===== src/rtl/sd_blk_tx_ctrl.sv =====
// Purpose: sequences an external byte->bit shifter to send one SD-style data block
//          on DAT0: start bit, data MSB first, CRC16 (0x1021) MSB first, end bit.
// Latency: first frame bit (start) on sd_dat two cycles after the first byte is accepted;
//          bytes stream gaplessly at one bit per cycle.
// Backpressure: in_ready is raised only when a byte is needed and held until in_valid.
//          A late byte leaves a gap on the line (bit_valid=0). With SD_TX_UNDERRUN_ABORT_EN
//          defined, a late byte after the first one aborts the frame and pulses err.
//
// Ports:
//   clk, rst        clock, asynchronous active-low reset
//   start           one-cycle pulse in IDLE begins a block (ignored while busy)
//   busy, done      frame in progress / one-cycle pulse after the end bit
//   in_data/in_valid/in_ready   byte stream from the block buffer
//   ser_load, ser_enable, ser_data, ser_bit   shifter control / shifter MSB
//   sd_dat, bit_valid           serial line (idle high) and frame-bit qualifier
//   crc_out         CRC of the last block, latched when the CRC bits start
//   err             (only with SD_TX_UNDERRUN_ABORT_EN) underrun abort pulse

module sd_blk_tx_ctrl #(
  parameter int BLOCK_BYTES = 512,
  parameter int CNT_W       = 12
) (
  input  logic         clk,
  input  logic         rst,
  input  logic         start,
  output logic         busy,
  output logic         done,
  input  logic [7:0]   in_data,
  input  logic         in_valid,
  output logic         in_ready,
  output logic         ser_load,
  output logic         ser_enable,
  output logic [7:0]   ser_data,
  input  logic         ser_bit,
  output logic         sd_dat,
  output logic         bit_valid,
  output logic [15:0]  crc_out
`ifdef SD_TX_UNDERRUN_ABORT_EN
  ,
  output logic         err
`endif
);

  localparam logic [2:0] S_IDLE  = 3'd0;
  localparam logic [2:0] S_FETCH = 3'd1;
  localparam logic [2:0] S_DATA  = 3'd2;
  localparam logic [2:0] S_CRC   = 3'd3;
  localparam logic [2:0] S_ENDB  = 3'd4;

  localparam logic [CNT_W-1:0] LAST_CNT = CNT_W'(BLOCK_BYTES);
  localparam logic [CNT_W-1:0] ONE_CNT  = CNT_W'(1);

  logic [2:0]        state;
  logic [CNT_W-1:0]  byte_cnt;   // bytes accepted so far in this block
  logic [3:0]        dcnt;       // data bits still to appear on ser_bit for the loaded byte
  logic [3:0]        crc_cnt;    // CRC bits already placed on the line minus one
  logic              ld_q;       // shifter is capturing ser_data at the end of this cycle
  logic              tail;       // line is showing the final data bit of the block
  logic [15:0]       crc;
  logic [15:0]       crc_nx;
  logic              fb;
  logic              accept;
  logic              last_byte;

  assign in_ready  = (state == S_FETCH);
  assign accept    = in_ready & in_valid;
  assign ser_load  = accept;
  assign busy      = (state != S_IDLE);
  assign last_byte = (byte_cnt == LAST_CNT);

  // Shifter runs from acceptance until its last bit leaves; while a non-first byte is
  // late it keeps shifting (zeros), which is harmless since those bits are not driven.
  assign ser_enable = accept | ld_q | (dcnt != 4'd0) |
                      (in_ready & (byte_cnt != {CNT_W{1'b0}}));

  assign fb     = ser_bit ^ crc[15];
  assign crc_nx = {crc[14:0], 1'b0} ^ (fb ? 16'h1021 : 16'h0000);

`ifdef SD_TX_UNDERRUN_ABORT_EN
  logic underrun;
  // Waiting for the very first byte is allowed; any later wait is an underrun.
  assign underrun = in_ready & ~in_valid & (byte_cnt != {CNT_W{1'b0}});
`endif

  always_ff @(posedge clk or negedge rst) begin
    if (!rst) begin
      state     <= S_IDLE;
      byte_cnt  <= '0;
      dcnt      <= 4'd0;
      crc_cnt   <= 4'd0;
      ld_q      <= 1'b0;
      tail      <= 1'b0;
      crc       <= 16'h0000;
      crc_out   <= 16'h0000;
      ser_data  <= 8'h00;
      sd_dat    <= 1'b1;
      bit_valid <= 1'b0;
      done      <= 1'b0;
`ifdef SD_TX_UNDERRUN_ABORT_EN
      err       <= 1'b0;
`endif
    end else begin
      done <= 1'b0;
`ifdef SD_TX_UNDERRUN_ABORT_EN
      err  <= 1'b0;
`endif
      ld_q <= ser_load;

      case (state)
        S_IDLE: begin
          sd_dat    <= 1'b1;
          bit_valid <= 1'b0;
          if (start) begin
            crc      <= 16'h0000;
            byte_cnt <= '0;
            dcnt     <= 4'd0;
            crc_cnt  <= 4'd0;
            tail     <= 1'b0;
            state    <= S_FETCH;
          end
        end

        S_FETCH, S_DATA: begin
          // Byte handshake; the next byte is requested so its acceptance lands
          // eight cycles after the previous one, keeping the bit stream gapless.
          if (accept) begin
            ser_data <= in_data;
            byte_cnt <= byte_cnt + ONE_CNT;
            state    <= S_DATA;
          end else if (state == S_DATA && dcnt == 4'd3 && !last_byte) begin
            state <= S_FETCH;
          end

          if (ld_q)
            dcnt <= 4'd8;
          else if (dcnt != 4'd0)
            dcnt <= dcnt - 4'd1;

          // Line register: data bits lag ser_bit by one cycle and feed the CRC.
          if (tail) begin
            tail      <= 1'b0;
            crc_out   <= crc;
            sd_dat    <= crc[15];
            bit_valid <= 1'b1;
            crc       <= {crc[14:0], 1'b0};
            crc_cnt   <= 4'd0;
            state     <= S_CRC;
          end else if (dcnt != 4'd0) begin
            sd_dat    <= ser_bit;
            bit_valid <= 1'b1;
            crc       <= crc_nx;
            // ld_q here means another byte is already queued behind this one.
            tail      <= (dcnt == 4'd1) && last_byte && !ld_q;
          end else if (ld_q && byte_cnt == ONE_CNT) begin
            sd_dat    <= 1'b0;  // start bit, one cycle ahead of data bit 7
            bit_valid <= 1'b1;
          end else begin
            bit_valid <= 1'b0;
          end

`ifdef SD_TX_UNDERRUN_ABORT_EN
          if (underrun) begin
            err       <= 1'b1;
            sd_dat    <= 1'b1;
            bit_valid <= 1'b0;
            dcnt      <= 4'd0;
            tail      <= 1'b0;
            state     <= S_IDLE;
          end
`endif
        end

        S_CRC: begin
          bit_valid <= 1'b1;
          if (crc_cnt == 4'd15) begin
            sd_dat <= 1'b1;     // end bit
            state  <= S_ENDB;
          end else begin
            sd_dat  <= crc[15];
            crc     <= {crc[14:0], 1'b0};
            crc_cnt <= crc_cnt + 4'd1;
          end
        end

        S_ENDB: begin
          sd_dat    <= 1'b1;
          bit_valid <= 1'b0;
          done      <= 1'b1;
          state     <= S_IDLE;
        end

        default: begin
          sd_dat    <= 1'b1;
          bit_valid <= 1'b0;
          state     <= S_IDLE;
        end
      endcase
    end
  end

endmodule


===== config.mk =====
export PLATFORM = sky130hd
export DESIGN_NAME = sd_blk_tx_ctrl
export DESIGN_NICKNAME = d
export VERILOG_FILES = /design/src/rtl/sd_blk_tx_ctrl.sv
export SDC_FILE = /design/constraint.sdc
export NUM_CORES = 1
export LEC_CHECK = 0
export CAP_MARGIN = 20
export CORE_MARGIN = 2
export CORE_UTILIZATION = 50
export DETAILED_ROUTE_END_ITERATION = 12
export PLACE_DENSITY = 0.71
export REMOVE_ABC_BUFFERS = 1
export SLEW_MARGIN = 20
export SYNTH_ARGS = -nofsm -noshare
export SYNTH_HDL_FRONTEND = slang
export SYNTH_SLANG_ARGS = --single-unit

===== constraint.sdc =====
create_clock -name clk -period 2.5 [get_ports clk]
set_clock_uncertainty 0.15 [all_clocks]
set_input_delay 0.375 -clock clk [delete_from_list [all_inputs] [get_ports clk]]
set_output_delay 0.375 -clock clk [all_outputs]
set_load 0.005 [all_outputs]

==> flow_metrics.tcl, run 1 <==
set metrics [dict create \
    vias_per_cell 5.593 \
    grt_max_degree 49 \
    hp-class "flip-flop to flip-flop" \
    firstDrtPassIters 4 \
    slew_headroom 0.5723 \
    hold_slack_ns 0.3384 \
    ys_types 50 \
    area_growth_pct 27.78 \
    clock_latency_ns 0.34 \
    ir_drop_mv 0.6557 \
    design_area_sq_um 4219 \
    cp-start-kind "flip-flop" \
    root_buffer "clkbuf_8" \
    drt_first_iter_violations 136 \
    ys_ff_latch 68 \
    pwr_density_cell_nw_per_um2 1106 \
    cts.sinks 68 \
    placed_cell_area_sq_um 3936 \
    final_max_slew_viol_count 0 \
    rows 29 \
    drive_above_1_share 0.1508 \
    dp_slack_ns 0.06171 \
    arrival_ns 1.93 \
    timing.final.crit_share 0.9802 \
    cts_buffers 9 \
    rsz0062_at_grt "true" \
    final_nets 395 \
    h-tree-depth 3 \
    tns_ns 0 \
    core_sq_um 6386 \
    vias 2545 \
    synthArstFlopShare 1.000 \
    drv_cap 0 \
    multi_input_area_sq_um 1488 \
    yosys_warnings 0 \
    worst_slew_pin_slew_ns 0.6392 \
    synth_edf_count 0 \
    hpwlAfterDp_um 4608 \
    final_core_utilization 0.6607 \
    fmax_mhz 408.1 \
    track_usage 0.2051 \
    setup_viol 0 \
    synth_top_area_frac 0.5078 \
    cp-end-kind "output pin" \
    ios 44 \
    overflow 0 \
    hold_violations 0 \
    path_clk_slew_ns 0.07 \
    wire_per_inst_um 15.04 \
    start_util 0.5170 \
    antenna_found_initial 0 \
    fin_ws_ns 0.04943 \
    die_width_um 85.27 \
    critPathMaxFanout 2 \
    die_y_um 85.27 \
    cts_buffer_depth 2 \
    die_area_sq_um 7270 \
    p_leak_nw 1.894 \
    grt_pass1_vias 2463 \
    synth_flop_cell "dfrtp_1" \
    crit_type "flip-flop to output pin" \
    dp.cells 435 \
    n_fill_cell 496 \
    synthCells 307 \
    synth.largest_area_cell "dfrtp_1" \
    final_cells 455 \
    cts_tree "built" \
    drt.antenna.violating_nets 0 \
    final.min_clock_period_ns 2.451 \
    routed_wirelength_um 6842 \
    synth_area_sq_um 3302 \
    synth_area_leaders "dfrtp_1 51%, mux2_1 5.8%, mux2i_1 4.5%" \
    diodes 0 \
    yosysSeqAreaShare 0.5157 \
    drc_errors 0 \
    status "finished clean" \
    power_mw 4.667 \
    place_congestion 0.8847 \
    grt_first_pass_wirelength_um 11800 \
    seqCellArea_sq_um 1704 \
    cp.required_ns 1.98 \
    avgSynthCellArea_sq_um 10.76 \
    port_buffers 43 \
]
## worst max-delay path, cell delays in order, from the launching register on
cell and delay [ns]:
dfrtp_2 0.43, nor4_4 0.32, nand4_1 0.11, or3_1 0.33, a211o_1 0.26, buf_2 0.12
## synth_stat cells (all sizes together), types with 2 or more instances
master,number
a211o,3
a211oi,2
a21o,2
a21oi,13
a31oi,4
a41oi,3
and2,4
and3,4
and3b,2
buf,6
clkbuf,4
dfrtp,67
ha,8
inv,23
mux2,26
mux2i,15
nand2,28
nand3,7
nand3b,2
nand4,10
nor2,14
nor2b,2
nor3,5
nor3b,3
nor4,3
o21ai,16
o31ai,2
or2,2
or3,9
xor2,4
## where the power goes
group	internal, mW	switching, mW
Clock	0.609	0.413
Combinational	1.01	0.951
Sequential	1.43	0.256
## final timing paths
kind                       slack, ns                        to                     from  depth (start not counted)
max reg2reg                     0.28  byte_cnt[10]$_DFFE_PN0P_     state[0]$_DFFE_PN0P_                          4
min                             0.34   ser_data[0]$_DFFE_PN0P_  ser_data[0]$_DFFE_PN0P_                          1
max                             0.05                ser_enable  byte_cnt[6]$_DFFE_PN0P_                          5
min in group asynchronous       0.38    crc_cnt[3]$_DFFE_PN0P_                      rst                          2
min reg2reg                     0.34   ser_data[0]$_DFFE_PN0P_  ser_data[0]$_DFFE_PN0P_                          1
max in group asynchronous       1.16        sd_dat$_DFFE_PN1P_                      rst                          3
## cell type report
type                    count  share of cell area
flip-flops and latches     68              0.4039
multi-input cells         206              0.3526
repair buffers             66              0.1471
clock buffers              11             0.03588
well taps                  77             0.02284
inverters                  23             0.02046
clock inverters             4             0.01720
## registers in the layout, indices dropped and copies added (netlist names), 3 cells and up
signal / count
ser_data: 8
crc_cnt: 4
state: 3
dcnt: 4
byte_cnt: 12
crc_out: 16
crc: 16
## routing by layer
| layer | global-route usage | wire (um) |
|---|---|---|
| met2 | 0.3139 | 3248 |
| met3 | 0.05350 | 308 |
| met5 | 0 | 0 |
| met4 | 0.07215 | 64 |
| met1 | 0.2845 | 3220 |
## layout by cell type, fill, tap and decap left out, types with 2 or more instances in the layout
cell / Yosys / layout
clkdlybuf4s50_1: 0 / 41
o21ai_0: 15 / 15
nand4_1: 10 / 10
and2_1: 4 / 4
inv_1: 23 / 23
or3_1: 9 / 9
or2_0: 2 / 2
and3_1: 4 / 4
nor3b_1: 2 / 2
a211o_1: 3 / 3
buf_2: 5 / 2
dfrtp_1: 67 / 66
mux2i_1: 15 / 15
a31oi_1: 4 / 4
nor2b_1: 2 / 2
nor3_1: 5 / 4
clkbuf_8: 0 / 11
mux2_1: 17 / 17
bufinv_16: 0 / 2
nand3b_1: 2 / 2
nand2_1: 27 / 27
nor4_1: 3 / 2
buf_4: 1 / 20
nor2_1: 14 / 13
a21o_1: 2 / 2
a41oi_1: 3 / 3
ha_1: 8 / 8
buf_12: 0 / 2
nand3_1: 7 / 7
and3b_1: 2 / 2
o31ai_1: 2 / 2
a21oi_1: 13 / 13
mux2_2: 9 / 9
xor2_1: 4 / 4
## cell families after synthesis
logic type	count (synthesis)	share of synthesized area
AO/OA/AOI/OAI	52	0.1034
XOR/XNOR	5	0.01326
buffers and inverters	33	0.04054
AND/OR/NAND/NOR	100	0.1626
multiplexers	41	0.1341
flip-flops	68	0.5157
adder cells (fa/ha/maj)	8	0.03032
## timing repair
action                     in CTS  in global routing
buffers inserted                2                  2
hold endpoints to repair       20                  0
resized for setup               6                  3
setup endpoints to repair       1                  2
pin swaps                       4                  3
hold buffers                    1                  0
(Power assumes the default switching activity.)
==> run 2, diff against run 1 <==
- CORE_UTILIZATION: 50 -> 55
- PLACE_DENSITY: 0.71 -> 0.77
==> run 2 against run 1 <==
Sequential cell count stayed put. First-iteration DRC count is 59% higher. Sequential share of layout area is 0.58 points higher. Largest cell class unchanged. Die area is 8.7% lower. Clock power is 13% lower. Power is 2.9% lower.
==> flow_metrics.tcl, run 2 (synthesized netlist as in run 1, its figures left out) <==
set metrics [dict create \
    status "finished clean" \
    vias 2529 \
    cp-end-kind "output pin" \
    setup_viol 0 \
    crit_path_start "state[2]$_DFFE_PN0P_" \
    overflow 0 \
    die_y_um 81.48 \
    start_util 0.5644 \
    fmax_mhz 415.1 \
    arrival_ns 1.88 \
    final_nets 392 \
    hold_violations 0 \
    root_buffer "clkbuf_8" \
    hp-class "flip-flop to flip-flop" \
    path_clk_slew_ns 0.07 \
    cts_tree "built" \
    cts.sinks 68 \
    layout.cells.most_common "dfrtp_1" \
    cts_buffer_depth 2 \
    hp-start "ser_data[4]$_DFFE_PN0P_" \
    grt_pass1_vias 2585 \
    grt_max_degree 44 \
    worst_slew_pin_slew_ns 0.6103 \
    p_leak_nw 1.858 \
    port_buffers 43 \
    critPathMaxFanout 8 \
    die_area_sq_um 6639 \
    dp.cells 433 \
    routed_wirelength_um 7119 \
    drive_above_1_share 0.1463 \
    drv_cap 0 \
    timing.final.crit_share 0.9637 \
    hpwlAfterDp_um 5208 \
    placed_cell_area_sq_um 3934 \
    diodes 0 \
    cts_buffers 9 \
    area_growth_pct 26.07 \
    final_max_slew_viol_count 0 \
    final_cell_mix "65 x dfrtp_1, 41 x clkdlybuf4s50_1, 27 x nand2_1, 23 x inv_1" \
    vias_per_cell 5.608 \
    crit_type "flip-flop to output pin" \
    design_area_sq_um 4163 \
    clock_latency_ns 0.34 \
    place_congestion 0.8766 \
    drt.antenna.violating_nets 0 \
    grt_first_pass_wirelength_um 11990 \
    reg_top3 "crc (16), crc_out (16), byte_cnt (12)" \
    rows 28 \
    wire_per_inst_um 15.78 \
    ios 44 \
    antenna_found_initial 0 \
    rsz0062_at_grt "true" \
    final.min_clock_period_ns 2.409 \
    track_usage 0.2395 \
    reg2reg_slack_ns 0.31 \
    cp-start-kind "flip-flop" \
    slew_headroom 0.5931 \
    cp.required_ns 1.98 \
    die_width_um 81.48 \
    drc_errors 0 \
    firstDrtPassIters 4 \
    ir_drop_mv 0.6132 \
    drt_first_iter_violations 216 \
    n_fill_cell 430 \
    h-tree-depth 3 \
    final_cells 451 \
    reg2reg_from "crc_cnt[0]$_DFFE_PN0P_" \
    pwr_density_cell_nw_per_um2 1088 \
    core_sq_um 5851 \
]
run 2: cell types whose count changed in the layout (fill, tap and decap cells not counted):
cell        before  now
buf_4           20   17
clkbuf_8        11    9
bufinv_16        2    1
clkbuf_1         0    1
clkinv_2         1    2
clkinvlp_4       1    2
dfrtp_1         66   65
dfrtp_2          1    2
inv_6            0    1
run 2: through the flow:
step	setup slack [ns]	total power, mW	utilization	hold slack (ns)	TNS [ns]
detailed placement	0.07698	3.649	0.6724	0.2730	0
global route	-0.01946	4.851	0.7115	0.3617	-0.01946
global placement	0.08262	3.557	0.6724	0.2667	0
floorplan	0.4595	2.784	-	-0.07059	0
CTS	0.04102	4.554	0.7079	0.3475	0
finish	0.09072	4.530	0.7115	0.3415	0
run 2: repair_timing:
action	in CTS	in global routing
gates resized for setup	6	4
setup endpoints to repair	1	2
endpoints found under the hold margin	24	0
pin swaps	4	3
buffers inserted	0	1
hold buffers	1	0
run 2: worst max-delay path, cell delays in order, from the launching register on:
cell             delay, ns
dfrtp_1               0.49
nor2_1                0.16
buf_4                 0.17
and3_1                0.21
clkdlybuf4s50_1       0.52
run 2: report_power, final:
group / leakage, nW / switching (mW) / internal, mW / total (mW)
combinational: 0.899 / 0.953 / 0.984 / 1.94
clock: 0.0927 / 0.430 / 0.461 / 0.890
sequential: 0.867 / 0.274 / 1.43 / 1.70
run 2: path summary, 6_finish.rpt:
check | end | cells past startpoint
max | ser_load | 4
min | ser_data[4]$_DFFE_PN0P_ | 1
max reg2reg | crc[7]$_DFFE_PN0P_ | 6
min reg2reg | ser_data[4]$_DFFE_PN0P_ | 1
max in group asynchronous | byte_cnt[6]$_DFFE_PN0P_ | 3
min in group asynchronous | crc_out[2]$_DFFE_PN0P_ | 2
run 2: per-layer routing:
| metal | routed length (um) | GRT usage | vias to the layer above |
|---|---|---|---|
| li1 | - | - | 1224 |
| met4 | 125 | 0.1186 | 0 |
| met2 | 3492 | 0.3770 | 55 |
| met1 | 3199 | 0.3139 | 1237 |
| met5 | 0 | 0 | - |
| met3 | 301 | 0.05275 | 13 |
run 2: final cells by class:
cell class / count / area [sq um] / share of cell area
timing repair buffer: 63 / 598.1 / 0.1437
clock inverter: 6 / 63.81 / 0.01533
tap: 75 / 93.84 / 0.02254
clock buffer: 10 / 127.6 / 0.03066
sequential: 68 / 1705 / 0.4097
multi-input combinational: 206 / 1488 / 0.3574
inverter: 23 / 86.33 / 0.02074
